File: config.mk
export PLATFORM = sky130hd
export DESIGN_NAME = painterengine_gpu_writer_scheduler
export DESIGN_NICKNAME = d
export VERILOG_FILES = /design/src/rtl/painterengine_gpu_pkg.sv /design/src/rtl/painterengine_gpu_rr_arbiter.sv /design/src/rtl/painterengine_gpu_writer_scheduler.sv
export SDC_FILE = /design/constraint.sdc
export NUM_CORES = 1
export LEC_CHECK = 0
export BUFFER_PORTS_ARGS = -buffer_cell sky130_fd_sc_hd__clkbuf_2
export CORE_AREA = 10 10 77 95
export CTS_CLUSTER_SIZE = 28
export DETAILED_ROUTE_END_ITERATION = 7
export DIE_AREA = 0 0 87 105
export GPL_ROUTABILITY_DRIVEN = 0
export GPL_TIMING_DRIVEN = 0
export PLACE_DENSITY = 0.78
export SETUP_SLACK_MARGIN = 0.2
export SLEW_MARGIN = 5
export SYNTH_ARGS = -nofsm -noshare
export SYNTH_HDL_FRONTEND = slang
export SYNTH_HIERARCHICAL = 1
export SYNTH_SLANG_ARGS = --single-unit
export TNS_END_PERCENT = 20
File: constraint.sdc
create_clock -name i_wire_clock -period 2.3 [get_ports i_wire_clock]
set_clock_uncertainty 0.2 [all_clocks]
set_input_delay 0.575 -clock i_wire_clock [delete_from_list [all_inputs] [get_ports i_wire_clock]]
set_output_delay 0.575 -clock i_wire_clock [all_outputs]
set_load 0.05 [all_outputs]
File: src/rtl/painterengine_gpu_pkg.sv
// ----------------------------------------------------------------------------
// painterengine_gpu_pkg: shared encodings for the GPU writer scheduler.
// Rev 1.0
// ----------------------------------------------------------------------------
`default_nettype none

package painterengine_gpu_pkg;

  localparam int GPU_CHANNELS = 4;

  typedef enum logic [1:0] {
    SCHED_IDLE     = 2'd0,
    SCHED_KICK     = 2'd1,
    SCHED_BUSY     = 2'd2,
    SCHED_COMPLETE = 2'd3
  } sched_state_e;

  localparam logic [2:0] GPU_ERR_NONE    = 3'h0;
  localparam logic [2:0] GPU_ERR_ADDRESS = 3'h1;
  localparam logic [2:0] GPU_ERR_BUS     = 3'h2;
  localparam logic [2:0] GPU_ERR_LENGTH  = 3'h3;
  localparam logic [2:0] GPU_ERR_TIMEOUT = 3'h7;

  localparam logic [3:0] ROUTER_NONE = 4'b0000;
  localparam logic [3:0] ROUTER_CH0  = 4'b0001;
  localparam logic [3:0] ROUTER_CH1  = 4'b0010;
  localparam logic [3:0] ROUTER_CH2  = 4'b0100;
  localparam logic [3:0] ROUTER_CH3  = 4'b1000;

  function automatic logic [1:0] onehot_to_index(input logic [3:0] onehot);
    logic [1:0] index;
    index = 2'd0;
    case (onehot)
      ROUTER_CH1: index = 2'd1;
      ROUTER_CH2: index = 2'd2;
      ROUTER_CH3: index = 2'd3;
      default:    index = 2'd0;
    endcase
    return index;
  endfunction

endpackage

`default_nettype wire

File: src/rtl/painterengine_gpu_rr_arbiter.sv
// ----------------------------------------------------------------------------
// painterengine_gpu_rr_arbiter: combinational 4-way round-robin pick.
// Rev 1.0
// ----------------------------------------------------------------------------
`default_nettype none

module painterengine_gpu_rr_arbiter
  import painterengine_gpu_pkg::*;
(
  input  logic [3:0] request,
  input  logic [1:0] pointer,
  output logic [3:0] grant,
  output logic       any_request
);

  logic       found;
  logic [1:0] index;

  // Scan starting at the pointer; the first requester found wins.
  always_comb begin
    grant = ROUTER_NONE;
    found = 1'b0;
    index = pointer;
    for (int i = 0; i < GPU_CHANNELS; i++) begin
      index = pointer + 2'(i);
      if (!found && request[index]) begin
        grant[index] = 1'b1;
        found        = 1'b1;
      end
    end
    any_request = |request;
  end

endmodule

`default_nettype wire

File: src/rtl/painterengine_gpu_writer_scheduler.sv
// ----------------------------------------------------------------------------
// painterengine_gpu_writer_scheduler: round-robin owner of the GPU DMA writer.
// Rev 1.0
// ----------------------------------------------------------------------------
`default_nettype none

module painterengine_gpu_writer_scheduler
  import painterengine_gpu_pkg::*;
#(
  parameter int                             PARAM_CHANNELS       = 4,
  parameter int                             PARAM_RESET_CYCLES   = 4,
  parameter int                             PARAM_TIMEOUT_WIDTH  = 24,
  parameter logic [PARAM_TIMEOUT_WIDTH-1:0] PARAM_TIMEOUT_CYCLES = 24'd1048576
) (
  input  logic       i_wire_clock,
  input  logic       i_wire_reset,
  input  logic [3:0] i_wire_request,
  output logic [3:0] o_wire_grant,
  output logic [3:0] o_wire_ack,
  output logic [3:0] o_wire_status_error,
  output logic [2:0] o_wire_error_type,
  output logic       o_wire_busy,
  output logic       o_wire_writer_resetn,
  output logic [3:0] o_wire_writer_router,
  input  logic       i_wire_writer_done,
  input  logic       i_wire_writer_error,
  input  logic [2:0] i_wire_writer_error_type
);

  localparam int RESET_COUNT_WIDTH =
    (PARAM_RESET_CYCLES < 1) ? 1 : $clog2(PARAM_RESET_CYCLES + 1);
  localparam logic [RESET_COUNT_WIDTH-1:0] RESET_LOAD = RESET_COUNT_WIDTH'(PARAM_RESET_CYCLES);
  localparam logic [RESET_COUNT_WIDTH-1:0] RESET_LAST = RESET_COUNT_WIDTH'(1);
  localparam logic [PARAM_TIMEOUT_WIDTH-1:0] TIMEOUT_LAST =
    PARAM_TIMEOUT_CYCLES - PARAM_TIMEOUT_WIDTH'(1);
  localparam logic [PARAM_TIMEOUT_WIDTH-1:0] WATCHDOG_MAX = '1;

  if (PARAM_RESET_CYCLES < 1) begin : g_bad_reset_cycles
    $error("PARAM_RESET_CYCLES must be at least 1");
  end

  if (PARAM_CHANNELS != GPU_CHANNELS) begin : g_bad_channels
    $error("PARAM_CHANNELS must equal the writer router width of 4");
  end

  sched_state_e                   state;
  sched_state_e                   next_state;
  logic [1:0]                     pointer;
  logic [1:0]                     pointer_next;
  logic [RESET_COUNT_WIDTH-1:0]   reset_count;
  logic [RESET_COUNT_WIDTH-1:0]   reset_count_next;
  logic [PARAM_TIMEOUT_WIDTH-1:0] watchdog;
  logic [PARAM_TIMEOUT_WIDTH-1:0] watchdog_next;
  logic [3:0]                     grant_next;
  logic [3:0]                     ack_next;
  logic [3:0]                     status_next;
  logic [2:0]                     error_type_next;
  logic                           busy_next;
  logic                           resetn_next;
  logic [3:0]                     router_next;
  logic [3:0]                     arb_grant;
  logic                           arb_any;
  logic                           job_end;
  logic                           job_failed;

  painterengine_gpu_rr_arbiter u_arbiter (
    .request     (i_wire_request),
    .pointer     (pointer),
    .grant       (arb_grant),
    .any_request (arb_any)
  );

  always_ff @(posedge i_wire_clock or posedge i_wire_reset) begin
    if (i_wire_reset) begin
      state                <= SCHED_IDLE;
      pointer              <= 2'd0;
      reset_count          <= '0;
      watchdog             <= '0;
      o_wire_grant         <= ROUTER_NONE;
      o_wire_ack           <= 4'b0000;
      o_wire_status_error  <= 4'b0000;
      o_wire_error_type    <= GPU_ERR_NONE;
      o_wire_busy          <= 1'b0;
      o_wire_writer_resetn <= 1'b0;
      o_wire_writer_router <= ROUTER_NONE;
    end else begin
      state                <= next_state;
      pointer              <= pointer_next;
      reset_count          <= reset_count_next;
      watchdog             <= watchdog_next;
      o_wire_grant         <= grant_next;
      o_wire_ack           <= ack_next;
      o_wire_status_error  <= status_next;
      o_wire_error_type    <= error_type_next;
      o_wire_busy          <= busy_next;
      o_wire_writer_resetn <= resetn_next;
      o_wire_writer_router <= router_next;
    end
  end

  always_comb begin
    next_state       = state;
    pointer_next     = pointer;
    reset_count_next = reset_count;
    watchdog_next    = watchdog;
    grant_next       = o_wire_grant;
    ack_next         = 4'b0000;
    status_next      = 4'b0000;
    error_type_next  = o_wire_error_type;
    busy_next        = o_wire_busy;
    resetn_next      = 1'b0;
    router_next      = o_wire_writer_router;
    job_end          = 1'b0;
    job_failed       = 1'b0;

    case (state)
      SCHED_IDLE: begin
        if (arb_any) begin
          grant_next       = arb_grant;
          router_next      = arb_grant;
          busy_next        = 1'b1;
          reset_count_next = RESET_LOAD;
          next_state       = SCHED_KICK;
        end
      end

      SCHED_KICK: begin
        reset_count_next = reset_count - RESET_LAST;
        if (reset_count <= RESET_LAST) begin
          resetn_next   = 1'b1;
          watchdog_next = '0;
          next_state    = SCHED_BUSY;
        end
      end

      SCHED_BUSY: begin
        resetn_next = 1'b1;
        if (watchdog != WATCHDOG_MAX) begin
          watchdog_next = watchdog + PARAM_TIMEOUT_WIDTH'(1);
        end
        // Error outranks done; the watchdog only fires when the writer is silent.
        if (i_wire_writer_error) begin
          job_end         = 1'b1;
          job_failed      = 1'b1;
          error_type_next = i_wire_writer_error_type;
        end else if (i_wire_writer_done) begin
          job_end = 1'b1;
        end else if (watchdog == TIMEOUT_LAST) begin
          job_end         = 1'b1;
          job_failed      = 1'b1;
          error_type_next = GPU_ERR_TIMEOUT;
        end
        if (job_end) begin
          ack_next     = o_wire_grant;
          status_next  = job_failed ? o_wire_grant : 4'b0000;
          resetn_next  = 1'b0;
          router_next  = ROUTER_NONE;
          grant_next   = ROUTER_NONE;
          busy_next    = 1'b0;
          pointer_next = onehot_to_index(o_wire_grant) + 2'd1;
          next_state   = SCHED_COMPLETE;
        end
      end

      SCHED_COMPLETE: begin
        next_state = SCHED_IDLE;
      end

      default: begin
        next_state = SCHED_IDLE;
      end
    endcase
  end

endmodule

`default_nettype wire

==> metrics.txt <==
total buffers and inverters traversed by the critical path 0; final number of max-transition violations 0; main area contributors after synthesis sky130_fd_sc_hd__dfrtp_1, sky130_fd_sc_hd__ha_1, sky130_fd_sc_hd__nand2_1, sky130_fd_sc_hd__o21ai_0, sky130_fd_sc_hd__a21oi_1; # Max-Cap Violations 0; fillers 402; buffer type at the clock tree root sky130_fd_sc_hd__clkbuf_8; top sig layer met4; Gate power share a little over half; hold slack final between 0.015 and 0.02 ns; Final Hold Viols 0; CP endpoint kind register; PwrDens between 1000 and 1500 mW/mm^2; maximum number of pins on one net before global-route repair 33; Die Y about 110 microns; largest fanout on the critical path 4; Critical Path Max Stage Delay 0.57 ns; number of flops mapped to enable cells by yosys 0; die width 87 microns; Global Route Usage Sum around 14%; relative contribution of the clock network to total power a little under a fifth; detailed route wirelength on metal2 ~3900 microns; clock transition at the register clock pins on the worst setup and hold paths after CTS ~0.09 ns; Final setup violation count 0; residual overflow from global routing 0; antenna violations before repair 0; average routed wire per standard cell roughly 17 microns; routed via count around 2.7k; number of sinks driven by the clock tree between 40 and 50; violation count after the first detailed-route iteration 212; number of rows in the core area 30; DRC violations left 0; count of pins on the block boundary 32; Syn Area/Cell 9.24 sq um; core area between 0.005 and 0.006 sq mm; sw power between 1.5 and 2 mW; worst-margin pin slew approximately 0.46 ns; total cell area at the placement stage around 0.0031 sq mm; internal portion of total power 2.35 mW; met3 WL 457 microns; Vias/cell around 6.1; data required time at the worst endpoint about 2.4 ns; Seq cells post-synth between 40 and 50; port bufs 31; chain of cells forming the critical path nand4_1, or4_4, or3_4, or3_4, a21oi_2; arrival time at the worst endpoint 2.32 ns; clock latency on the worst-skew pair approximately 0.31 ns; iteration count of the initial detailed-routing pass 4; layout overhead on the synthesized area 30.2%; net switching fraction of the power around 42%; final antenna-violating net count 0; largest buffer count on any clock path 2; setup TNS 0 ns; Final min period around 2.3 ns; share of power burned in registers 27.7%; leading register cell type out of synthesis sky130_fd_sc_hd__dfrtp_1; TritonCTS clock tree built; Detail Placement HPWL 4830 microns; status finished clean; IR Drop Worst-Case VDD approximately 480 uV; post-route clock period utilization between 90% and 100%; sum of routed wire length over all layers approximately 7300 microns; antenna fix cells 0; top cell type's share of synthesized area approximately 42%; area of the die between 0.009 and 0.01 sq mm; largest area contributor in the netlist sky130_fd_sc_hd__dfrtp_1; number of hold-repair buffers added at the cts stage 0; type of the worst min-delay path input port to asynchronous set/reset pin; via count of the first global-routing pass about 2.4k; sequential element share of the synthesized area between 40% and 50%; post-route standard cell area excluding fillers about 0.0037 sq mm; starting density of the core approximately 52%; max-slew headroom at the worst pin about 69%; cell family contributing the most delay on the critical path simple AND/OR/NAND/NOR gates; crit path launch type register; syn_nets 330; unrepaired setup endpoints after global routing true; layout cell share with drive strength beyond 1 between 30% and 40%; Synth Cell Area roughly 0.0028 sq mm; total chip power between 4 and 5 mW; most numerous cell on the critical path sky130_fd_sc_hd__or3_4; total number of H-tree levels 2; first-pass GRT wire length 11100 microns; leakage power figure around 1.6 nW; Met1 Wirelength 2840 microns; Synthesis Warnings 6; slowest CP cell sky130_fd_sc_hd__or4_4; Max Clock Freq roughly 440 MHz; Num CTS Buffers 5; share of async-settable or async-resettable flops after synthesis 100%; number of distinct library cells after synthesis between 40 and 50; number of instances in the synthesized netlist slightly above 300; Worst Path Class, Setup register to register; Nets 396
==> worst paths after layout <==
kind	end	from	slack, ns	cells past startpoint
worst max-delay path	watchdog[22]$_DFFE_PP0P_	watchdog[14]$_DFFE_PP0P_	0.03	5
worst min-delay path	watchdog[19]$_DFFE_PP0P_	i_wire_reset	0.02	2
worst max register to register	watchdog[22]$_DFFE_PP0P_	watchdog[14]$_DFFE_PP0P_	0.03	5
worst min register to register	o_wire_error_type[0]$_DFFE_PP0P_	o_wire_error_type[0]$_DFFE_PP0P_	0.30	1
max in group asynchronous	reset_count[1]$_DFFE_PP0P_	i_wire_reset	1.38	3
min in group i_wire_clock	o_wire_error_type[2]$_DFFE_PP0P_	i_wire_writer_error_type[2]	0.29	2
==> final cells by class <==
cell class / count / area, sq um / share of cell area [%]
well taps: 64 / 80.1 / 2.17
flip-flops and latches: 48 / 1210 / 32.7
clock inverters: 3 / 68.8 / 1.86
inverters: 15 / 58.8 / 1.59
clock buffers: 5 / 68.8 / 1.86
multi-input cells: 231 / 1700 / 46.1
plain buffers: 13 / 118 / 3.19
repair buffers: 59 / 390 / 10.6
==> cell families after synthesis <==
| group | synth area share, % |
|---|---|
| flip-flops | 42.3 |
| AND/OR/NAND/NOR | 23.4 |
| buffers and inverters | 4.63 |
| XOR/XNOR | 1.54 |
| AO/OA/AOI/OAI | 18.2 |
| adder cells (fa/ha/maj) | 5.29 |
| multiplexers | 4.59 |
==> sequential cells by signal, summed over array words and instances, names as in the netlist <==
register	flops
o_wire_ack	4
state	2
o_wire_error_type	3
pointer	2
watchdog	24
o_wire_status_error	4
reset_count	3
o_wire_busy	1
o_wire_writer_resetn	1
o_wire_writer_router	4
==> what timing repair did <==
action	CTS	global route
pin swaps	7	18
cloned	0	0
setup buffers	17	10
gates resized for setup	21	47
setup endpoints to repair	37	39
==> synthesized netlist by cell type (6+ instances only) <==
cell,instances
sky130_fd_sc_hd__or3_1,10
sky130_fd_sc_hd__nor3_1,7
sky130_fd_sc_hd__or4_1,6
sky130_fd_sc_hd__nand2_1,36
sky130_fd_sc_hd__dfrtp_1,48
sky130_fd_sc_hd__nor2_1,20
sky130_fd_sc_hd__inv_1,15
sky130_fd_sc_hd__a21oi_1,19
sky130_fd_sc_hd__nand4_1,8
sky130_fd_sc_hd__o21ai_0,26
sky130_fd_sc_hd__o211ai_1,8
sky130_fd_sc_hd__ha_1,12
sky130_fd_sc_hd__nand3_1,13
==> cell usage in the layout (no fill, tap or decap), types with 4 or more instances in the layout <==
cell type                  Yosys  routed
sky130_fd_sc_hd__dfrtp_1      48      44
sky130_fd_sc_hd__nand2_1      36      34
sky130_fd_sc_hd__clkbuf_2      0      33
sky130_fd_sc_hd__buf_4         4      32
sky130_fd_sc_hd__o21ai_0      26      21
sky130_fd_sc_hd__a21oi_1      19      17
sky130_fd_sc_hd__nor2_1       20      17
sky130_fd_sc_hd__nand3_1      13      11
sky130_fd_sc_hd__inv_1        15      10
sky130_fd_sc_hd__nand4_1       8       8
sky130_fd_sc_hd__or3_1        10       8
sky130_fd_sc_hd__o211ai_1      8       8
sky130_fd_sc_hd__ha_1         12       7
sky130_fd_sc_hd__clkbuf_8      0       6
sky130_fd_sc_hd__nand2b_1      5       5
sky130_fd_sc_hd__or4_1         6       5
sky130_fd_sc_hd__nor3_1        7       5
sky130_fd_sc_hd__nor2b_1       5       5
sky130_fd_sc_hd__inv_2         0       4
sky130_fd_sc_hd__o22a_1        4       4
sky130_fd_sc_hd__xnor2_1       4       4
sky130_fd_sc_hd__a22oi_1       4       4
sky130_fd_sc_hd__o21ai_1       0       4
sky130_fd_sc_hd__dfrtp_2       0       4
sky130_fd_sc_hd__a21o_2        4       4
==> layer usage <==
metal | vias to the layer above | track usage [%]
li1 | 1256 | -
met2 | 104 | 24.7
met3 | 19 | 2.95
met5 | - | 0
met1 | 1289 | 16.9
met4 | 0 | 5.34
==> power groups by stage <==
stage               sequential [mW]  clock [mW]  combinational, mW
floorplan                      1.41           0               1.13
global placement               1.17           0               1.73
detailed placement             1.18           0               1.78
CTS                            1.12       0.743               2.10
global route                   1.15       0.778               2.40
finish                         1.13       0.739               2.21
==> stage by stage <==
step	cells	setup WS, ns	utilization (%)
floorplan	307	0.193	-
global placement	402	-0.317	57.1
detailed placement	403	-0.136	57.5
CTS	428	0.0538	63.9
global route	438	-0.0409	67.8
finish	438	0.0279	67.8
Power figures use the tool's default switching activity.
